<file path="src/rtl/sprite_rom_scheduler_pkg.sv">
// Shared sprite ROM geometry, derived address widths and the address packing
// helper used by the scheduler and the per-sprite line renderers.
package sprite_pkg;

  localparam int SPR_W     = 16;
  localparam int SPR_H     = 16;
  localparam int SPR_N     = 4;
  localparam int SPR_PW    = 4;

  localparam int COL_W     = $clog2(SPR_W);
  localparam int ROW_W     = $clog2(SPR_H);
  localparam int SPR_IDX_W = $clog2(SPR_N);
  localparam int ROM_AW    = SPR_IDX_W + ROW_W + COL_W;

  typedef enum logic [0:0] {
    ST_IDLE  = 1'b0,
    ST_BURST = 1'b1
  } sched_state_e;

  // ROM word address: {sprite, row, col}, column in the LSBs.
  function automatic logic [ROM_AW-1:0] spr_addr(
    input logic [SPR_IDX_W-1:0] sprite,
    input logic [ROW_W-1:0]     row,
    input logic [COL_W-1:0]     col
  );
    return {sprite, row, col};
  endfunction

endpackage

</file>
<file path="src/rtl/sprite_rom_scheduler_if.sv">
// Bundle between the sprite line renderers, the scheduler and the sprite ROM.
// The scheduler takes the slave view; renderers/ROM side take the master view.
interface sprite_rom_scheduler_if
  import sprite_pkg::*;
#(
  parameter int NREQ     = 4,
  parameter int NSPRITES = SPR_N,
  parameter int WIDTH    = SPR_W,
  parameter int HEIGHT   = SPR_H,
  parameter int PW       = SPR_PW
);
  localparam int SW = $clog2(NSPRITES);
  localparam int RW = $clog2(HEIGHT);
  localparam int CW = $clog2(WIDTH);
  localparam int OW = $clog2(NREQ);

  logic [NREQ-1:0]    req;
  logic [NREQ*SW-1:0] req_sprite;
  logic [NREQ*RW-1:0] req_row;
  logic [NREQ-1:0]    gnt;
  logic [SW+RW+CW-1:0] rom_add;
  logic [PW-1:0]      rom_pixel;
  logic               pix_valid;
  logic [PW-1:0]      pix_data;
  logic [CW-1:0]      pix_col;
  logic [OW-1:0]      pix_owner;
  logic               pix_last;
  logic               busy;

  modport slave (
    input  req, req_sprite, req_row, rom_pixel,
    output gnt, rom_add, pix_valid, pix_data, pix_col, pix_owner, pix_last, busy
  );

  modport master (
    output req, req_sprite, req_row, rom_pixel,
    input  gnt, rom_add, pix_valid, pix_data, pix_col, pix_owner, pix_last, busy
  );

endinterface

</file>
<file path="src/rtl/sprite_rom_scheduler_rr_arbiter.sv">
// Combinational round-robin pick: first requester after the last owner,
// wrapping modulo NREQ. Nothing is granted while i_en is low.
module rr_arbiter
  import sprite_pkg::*;
#(
  parameter int NREQ = 4,
  parameter int OW   = $clog2(NREQ)
)(
  input  logic [NREQ-1:0] i_req,
  input  logic            i_en,
  input  logic [OW-1:0]   i_last_owner,
  output logic [NREQ-1:0] o_gnt,
  output logic [OW-1:0]   o_idx,
  output logic            o_valid
);

  // Scan from last_owner+1 around the ring, keeping the first hit only.
  always_comb begin : p_pick
    logic [OW-1:0] w_idx;
    logic          w_hit;
    o_gnt   = '0;
    o_idx   = '0;
    o_valid = 1'b0;
    w_idx   = '0;
    w_hit   = 1'b0;
    for (int k = 1; k <= NREQ; k++) begin
      w_idx        = OW'((int'(i_last_owner) + k) % NREQ);
      w_hit        = i_en & ~o_valid & i_req[w_idx];
      o_gnt[w_idx] = o_gnt[w_idx] | w_hit;
      o_idx        = w_hit ? w_idx : o_idx;
      o_valid      = o_valid | w_hit;
    end
  end

endmodule

</file>
<file path="src/rtl/sprite_rom_scheduler.sv">
// Row-granular round-robin scheduler sharing the single-port sprite ROM between
// sprite engines; streams each 16-pixel row back tagged with owner and column.
module sprite_rom_scheduler
  import sprite_pkg::*;
#(
  parameter int NREQ     = 4,
  parameter int NSPRITES = SPR_N,
  parameter int WIDTH    = SPR_W,
  parameter int HEIGHT   = SPR_H,
  parameter int PW       = SPR_PW
)(
  input  logic                   clk,
  input  logic                   rstn,
  sprite_rom_scheduler_if.slave  bus
);

  localparam int SW = $clog2(NSPRITES);
  localparam int RW = $clog2(HEIGHT);
  localparam int CW = $clog2(WIDTH);
  localparam int OW = $clog2(NREQ);
  localparam logic [CW-1:0] COL_LAST   = CW'(WIDTH - 1);
  localparam logic [OW-1:0] OWNER_INIT = OW'(NREQ - 1);

  sched_state_e    r_state;
  sched_state_e    w_next_state;
  logic [SW-1:0]   r_sprite;
  logic [RW-1:0]   r_row;
  logic [CW-1:0]   r_col;
  logic [OW-1:0]   r_owner;
  logic [NREQ-1:0] r_gnt;
  logic            r_pix_valid;
  logic            r_pix_last;
  logic [CW-1:0]   r_pix_col;
  logic [OW-1:0]   r_pix_owner;

  logic            w_busy;
  logic            w_arb_en;
  logic            w_col_last;
  logic [NREQ-1:0] w_win_gnt;
  logic [OW-1:0]   w_win_idx;
  logic            w_win_valid;
  logic [SW-1:0]   w_sel_sprite;
  logic [RW-1:0]   w_sel_row;

  assign w_col_last = (r_col == COL_LAST);

  // r_owner doubles as the round-robin pointer; its reset value makes req[0] first.
  rr_arbiter #(.NREQ(NREQ), .OW(OW)) u_rr_arbiter (
    .i_req        (bus.req),
    .i_en         (w_arb_en),
    .i_last_owner (r_owner),
    .o_gnt        (w_win_gnt),
    .o_idx        (w_win_idx),
    .o_valid      (w_win_valid)
  );

  // State register.
  always_ff @(posedge clk or negedge rstn) begin
    if (!rstn) r_state <= ST_IDLE;
    else       r_state <= w_next_state;
  end

  // Next state: a burst continues straight into the next one on a re-grant.
  always_comb begin
    w_next_state = r_state;
    case (r_state)
      ST_IDLE: begin
        if (w_win_valid) w_next_state = ST_BURST;
        else             w_next_state = ST_IDLE;
      end
      ST_BURST: begin
        if (w_col_last) w_next_state = w_win_valid ? ST_BURST : ST_IDLE;
        else            w_next_state = ST_BURST;
      end
      default: w_next_state = ST_IDLE;
    endcase
  end

  // State outputs: arbitrate when idle or while the last column is on the bus.
  always_comb begin
    w_busy   = 1'b0;
    w_arb_en = 1'b0;
    case (r_state)
      ST_IDLE: begin
        w_busy   = 1'b0;
        w_arb_en = 1'b1;
      end
      ST_BURST: begin
        w_busy   = 1'b1;
        w_arb_en = w_col_last;
      end
      default: begin
        w_busy   = 1'b0;
        w_arb_en = 1'b0;
      end
    endcase
  end

  // Mux the winner's sprite/row slices with the one-hot grant.
  always_comb begin
    w_sel_sprite = '0;
    w_sel_row    = '0;
    for (int i = 0; i < NREQ; i++) begin
      w_sel_sprite = w_sel_sprite | (bus.req_sprite[i*SW +: SW] & {SW{w_win_gnt[i]}});
      w_sel_row    = w_sel_row    | (bus.req_row[i*RW +: RW]    & {RW{w_win_gnt[i]}});
    end
  end

  // Address side: latch sprite/row/owner on grant, else step the column.
  always_ff @(posedge clk or negedge rstn) begin
    if (!rstn) begin
      r_gnt    <= '0;
      r_sprite <= '0;
      r_row    <= '0;
      r_col    <= '0;
      r_owner  <= OWNER_INIT;
    end else begin
      r_gnt <= w_win_gnt;
      if (w_win_valid) begin
        r_sprite <= w_sel_sprite;
        r_row    <= w_sel_row;
        r_col    <= '0;
        r_owner  <= w_win_idx;
      end else if (w_busy && !w_col_last) begin
        r_col <= r_col + 1'b1;
      end
    end
  end

  // Pixel side lags the address by one cycle to line up with rom_pixel.
  always_ff @(posedge clk or negedge rstn) begin
    if (!rstn) begin
      r_pix_valid <= 1'b0;
      r_pix_last  <= 1'b0;
      r_pix_col   <= '0;
      r_pix_owner <= '0;
    end else begin
      r_pix_valid <= w_busy;
      r_pix_last  <= w_busy & w_col_last;
      if (w_busy) begin
        r_pix_col   <= r_col;
        r_pix_owner <= r_owner;
      end
    end
  end

  assign bus.gnt       = r_gnt;
  assign bus.rom_add   = {r_sprite, r_row, r_col};
  assign bus.pix_valid = r_pix_valid;
  assign bus.pix_data  = r_pix_valid ? bus.rom_pixel : {PW{1'b0}};
  assign bus.pix_col   = r_pix_col;
  assign bus.pix_owner = r_pix_owner;
  assign bus.pix_last  = r_pix_last;
  assign bus.busy      = w_busy;

endmodule

</file>
<file path="src/flat_wrapper.sv">
// flat-port wrapper written by rule: the top's interface ports become plain ports
module sprite_rom_scheduler_flat import sprite_pkg::*;
#(
  parameter int NREQ     = 4,
  parameter int NSPRITES = SPR_N,
  parameter int WIDTH    = SPR_W,
  parameter int HEIGHT   = SPR_H,
  parameter int PW       = SPR_PW
)
  (clk, rstn, bus_req, bus_req_sprite, bus_req_row, bus_rom_pixel, bus_gnt, bus_rom_add, bus_pix_valid, bus_pix_data, bus_pix_col, bus_pix_owner, bus_pix_last, bus_busy);
  sprite_rom_scheduler_if #(.NREQ(NREQ), .NSPRITES(NSPRITES), .WIDTH(WIDTH), .HEIGHT(HEIGHT), .PW(PW)) bus_i ();
  input  logic clk;
  input  logic rstn;
  input wire logic [$bits(bus_i.req)-1:0] bus_req;
  input wire logic [$bits(bus_i.req_sprite)-1:0] bus_req_sprite;
  input wire logic [$bits(bus_i.req_row)-1:0] bus_req_row;
  input wire logic [$bits(bus_i.rom_pixel)-1:0] bus_rom_pixel;
  output wire logic [$bits(bus_i.gnt)-1:0] bus_gnt;
  output wire logic [$bits(bus_i.rom_add)-1:0] bus_rom_add;
  output wire logic [$bits(bus_i.pix_valid)-1:0] bus_pix_valid;
  output wire logic [$bits(bus_i.pix_data)-1:0] bus_pix_data;
  output wire logic [$bits(bus_i.pix_col)-1:0] bus_pix_col;
  output wire logic [$bits(bus_i.pix_owner)-1:0] bus_pix_owner;
  output wire logic [$bits(bus_i.pix_last)-1:0] bus_pix_last;
  output wire logic [$bits(bus_i.busy)-1:0] bus_busy;
  assign bus_i.req = bus_req;
  assign bus_i.req_sprite = bus_req_sprite;
  assign bus_i.req_row = bus_req_row;
  assign bus_i.rom_pixel = bus_rom_pixel;
  assign bus_gnt = bus_i.gnt;
  assign bus_rom_add = bus_i.rom_add;
  assign bus_pix_valid = bus_i.pix_valid;
  assign bus_pix_data = bus_i.pix_data;
  assign bus_pix_col = bus_i.pix_col;
  assign bus_pix_owner = bus_i.pix_owner;
  assign bus_pix_last = bus_i.pix_last;
  assign bus_busy = bus_i.busy;
  sprite_rom_scheduler #(.NREQ(NREQ), .NSPRITES(NSPRITES), .WIDTH(WIDTH), .HEIGHT(HEIGHT), .PW(PW)) u_core (.clk(clk), .rstn(rstn), .bus(bus_i));
endmodule
</file>
<file path="config.mk">
export PLATFORM = sky130hd
export DESIGN_NAME = sprite_rom_scheduler_flat
export DESIGN_NICKNAME = d
export VERILOG_FILES = /design/src/rtl/sprite_rom_scheduler_pkg.sv /design/src/rtl/sprite_rom_scheduler_if.sv /design/src/rtl/sprite_rom_scheduler_rr_arbiter.sv /design/src/rtl/sprite_rom_scheduler.sv /design/src/flat_wrapper.sv
export SDC_FILE = /design/constraint.sdc
export NUM_CORES = 1
export LEC_CHECK = 0
export ABC_AREA = 1
export CAP_MARGIN = 20
export CORE_MARGIN = 1.5
export CORE_UTILIZATION = 40
export DETAILED_ROUTE_END_ITERATION = 8
export GPL_ROUTABILITY_DRIVEN = 0
export HOLD_SLACK_MARGIN = 0.02
export PLACE_DENSITY = 0.75
export SLEW_MARGIN = 10
export SYNTH_ARGS = -nofsm -noshare
export SYNTH_HDL_FRONTEND = slang
export SYNTH_HIERARCHICAL = 1
export SYNTH_SLANG_ARGS = --single-unit
</file>
<file path="constraint.sdc">
create_clock -name clk -period 2.6 [get_ports clk]
set_input_delay 0.39 -clock clk [delete_from_list [all_inputs] [get_ports clk]]
set_output_delay 0.39 -clock clk [all_outputs]
set_load 0.05 [all_outputs]
</file>
==> impl_metrics.py, run 1 <==
metrics = {
    "timing": {
        "finalSetupViolCount": 7,
        "finalWorstSetupSlack_ns": -0.2496,
        "finalMaxSlewViolations": 0,
        "slew-limit-headroom_pct": 66.12,
        "post-route-period-util_pct": 109.6,
        "fin_crit_ns": 2.850,
        "fmax_mhz": 350.9,
        "rsz0062_at_grt": "yes",
        "finalHoldViolations": 0,
        "tightest_slew_ns": 0.5066,
        "skew_ns": 0.006262,
    },
    "outcome": {
        "violations": "setup timing",
        "outcome": "finished with violations",
    },
    "logic_synthesis": {
        "synth_fp_nets": 275,
        "syn_inst": 236,
        "ys_seq_elements": 25,
        "yosysTopAreaCell": "dfrtp_1",
        "synth-seq-area-share_pct": 37.16,
        "syn_area_per_cell_sq_um": 7.163,
        "synth_area_sq_um": 1690,
        "synth.area.top_cells": "dfrtp_1, nand2_1, nand3_1",
        "ys_types": 28,
        "synth_top_area_share_pct": 34.05,
        "yosysWarningCount": 6,
    },
    "cts": {
        "cts_buffers": 3,
        "ctsRootBufferMaster": "clkbuf_8",
        "clk_pin_slew_ns": 0.09,
        "clk_latency_ns": 0.27,
        "ctsHoldBuffers": 0,
        "cts_max_level": 1,
        "clockBufferDepth": 2,
        "cts.sink_count": 25,
        "cts_tree": "built",
    },
    "critical_path": {
        "critPathMaxFanout": 7,
        "timing.critical_path.buf_inv": 2,
        "start_kind": "flip-flop",
        "cpMostUsedCell": "nand3_2",
        "arrival_ns": 3.01,
        "slowest_delay_ns": 0.56,
        "crit_path_start": "u_core/r_owner[0]",
        "reg2reg_slack_ns": -0.25,
        "crit_required_ns": 2.76,
        "r2r-start": "u_core/r_owner[0]",
        "end_kind": "flip-flop",
        "path_class": "reg -> reg",
        "slowest_stage": "dfstp_2",
        "cp_top_family": "simple AND/OR/NAND/NOR gates",
        "crit_chain": "inv_2, ha_4, inv_4, nand3_4, nand2_4, nand4_1, nand3_1, nand2_2, nand3_2, nand3_2, nand3_2, nand2_4, nand3_2, nand3_2, nand2_1, nand2_2, nand3_4, nand2_2, nand2_4, nand2_1, nand4_1, nand2_1, nand2_1",
    },
    "floorplanning": {
        "io_pins": 61,
        "rows": 23,
        "chipHeight_um": 68.01,
        "dieWidth_um": 68.01,
        "die_area_sq_um": 4625,
        "start_util_pct": 41.96,
        "core_area_sq_um": 4029,
    },
    "layout": {
        "post-route-util_pct": 70.00,
        "diodes": 0,
        "num-fill-cells": 317,
        "final_layout_size_suffix_gt1_share_pct": 30.98,
        "multi_input_area_sq_um": 1122,
        "nets": 366,
        "syn_to_final_growth_pct": 66.84,
        "ff_latch_area_sq_um": 630.6,
    },
    "drt": {
        "detail-route-antenna-nets": 0,
        "vias_per_cell": 5.157,
        "wl_um": 4941,
        "avgRoutedWirePerCell_um": 13.14,
        "num_vias": 1939,
        "first_pass_iters": 5,
        "drc_errors": 0,
        "drt_iter0_drc": 111,
    },
    "worst_hold_path": {
        "min_path_type": "in -> async",
    },
    "global_routing": {
        "grt.overflow.total": 0,
        "grt_usage_pct": 21.63,
        "grt_pass1_wl_um": 7810,
        "antenna_found_initial": 0,
        "grt_max_degree": 26,
        "grt_pass1_vias": 1830,
    },
    "pwr": {
        "powerDensity_nw_per_um2": 1278,
        "p_total_mw": 3.605,
        "leakage_nw": 1.323,
        "peakVddDrop_mv": 0.6449,
    },
    "placed_design": {
        "place_ws_ns": -0.1787,
        "port_buffers": 60,
        "post-dp-hpwl_um": 3394,
    },
    "job": {
        "max_cap_violations": 0,
    },
}
where the power goes:
group | internal [mW] | switching (mW) | leakage [nW] | total (mW)
Clock | 0.107 | 0.126 | 0.0255 | 0.233
Combinational | 1.02 | 1.71 | 0.992 | 2.73
Sequential | 0.553 | 0.0912 | 0.306 | 0.644
cells in the final DEF (no fill, tap or decap), drive strengths merged, types with 6 or more instances in the layout:
cell | synthesis | layout
clkdlybuf4s50 | 0 | 60
nand4 | 15 | 15
o21ai | 7 | 7
dfrtp | 23 | 23
inv | 20 | 21
buf | 6 | 32
nor2 | 6 | 6
nand2 | 106 | 106
nand3 | 31 | 31
stage by stage:
stage | instance area (sq um) | hold slack (ns) | instances | TNS [ns]
3_5_place_dp | 2556 | 0.4718 | 369 | -1.031
6_report | 2820 | 0.4797 | 376 | -1.433
5_1_grt | 2820 | 0.5099 | 376 | -3.638
4_1_cts | 2700 | 0.4927 | 373 | -0.2881
2_1_floorplan | 1739 | 0.09441 | 236 | -0.2193
3_3_place_gp | 2556 | 0.4634 | 369 | -0.6472
synthesized netlist by cell type (all sizes together):
master  count
nand2     106
nand4      15
dfrtp      23
or2         1
mux2        5
a31o        1
ha          5
o21ai       7
clkinv      4
a21oi       3
buf         6
nor2        6
o22ai       1
dfstp       2
inv        20
nand3      31
path summary, 6_finish.rpt:
check                                        end  cells past startpoint
setup / recovery                 u_core/r_row[3]                     23
hold / removal             u_core/bus.pix_col[2]                      2
setup reg to reg                 u_core/r_row[3]                     23
hold reg to reg               u_core/r_sprite[1]                      2
max in group asynchronous      u_core/r_owner[1]                      2
min in group clk              u_core/r_sprite[1]                      2
metal layers:
layer  global-route usage [%]  share of wire [%]
met1                    27.30                 41
met3                    3.289                5.8
met5                        0                  0
met4                    4.500                1.5
met2                    38.83                 51
cell type report:
cell class                 instances  area share [%]
clock buffer                       3           1.464
tap                               50           2.218
multi-input combinational        181           39.80
timing repair buffer              92           30.39
clock inverter                     1          0.1775
inverter                          24           3.594
sequential                        25           22.36
state kept, by name, summed over array words and instances, names as in the netlist:
signal and cells:
u_core/bus.gnt 4, u_core/bus.pix_col 4, u_core/r_col 4, u_core/r_row 4, u_core/bus.pix_owner 2, u_core/r_owner 2, u_core/r_sprite 2, u_core/bus.pix_last 1
u_core/bus.pix_valid 1, u_core/r_state 1
timing repair:
| action | in CTS | in global routing |
|---|---|---|
| endpoints found under the hold margin | 0 | 0 |
| buffers inserted | 0 | 3 |
| pin swaps | 25 | 12 |
| endpoints found under the setup margin | 6 | 15 |
| resized for setup | 19 | 22 |
worst reg2reg max path: stages, from the launching register on:
cell and delay, ns:
dfstp_2 0.56, inv_2 0.05, ha_4 0.29, inv_4 0.04, nand3_4 0.05, nand2_4 0.07
nand4_1 0.10, nand3_1 0.10, nand2_2 0.14, nand3_2 0.13, nand3_2 0.08, nand3_2 0.11
nand2_4 0.13, nand3_2 0.09, nand3_2 0.07, nand2_1 0.06, nand2_2 0.07, nand3_4 0.11
nand2_2 0.11, nand2_4 0.08, nand2_1 0.07, nand4_1 0.10, nand2_1 0.07, nand2_1 0.06
cells by family after synthesis:
group / Yosys count / synth area share (%)
muxes: 5 / 3.331
DFF: 25 / 37.16
buffers and inverters: 30 / 8.955
AOI/OAI and AO/OA: 12 / 3.849
and+or+nand+nor: 159 / 43.00
adders and majority gates: 5 / 3.701
No activity file was read; power rests on OpenSTA's default activity.
==> run 2, diff against run 1 <==
--- a/config.mk
+++ b/config.mk
@@ -11,7 +11,7 @@
 export CORE_UTILIZATION = 40
 export DETAILED_ROUTE_END_ITERATION = 8
 export GPL_ROUTABILITY_DRIVEN = 0
-export HOLD_SLACK_MARGIN = 0.02
+export HOLD_SLACK_MARGIN = 0.08
 export PLACE_DENSITY = 0.75
 export SLEW_MARGIN = 10
 export SYNTH_ARGS = -nofsm -noshare
==> results of run 2 <==
The final DEF is identical to that of run 1; final timing and power are the same.
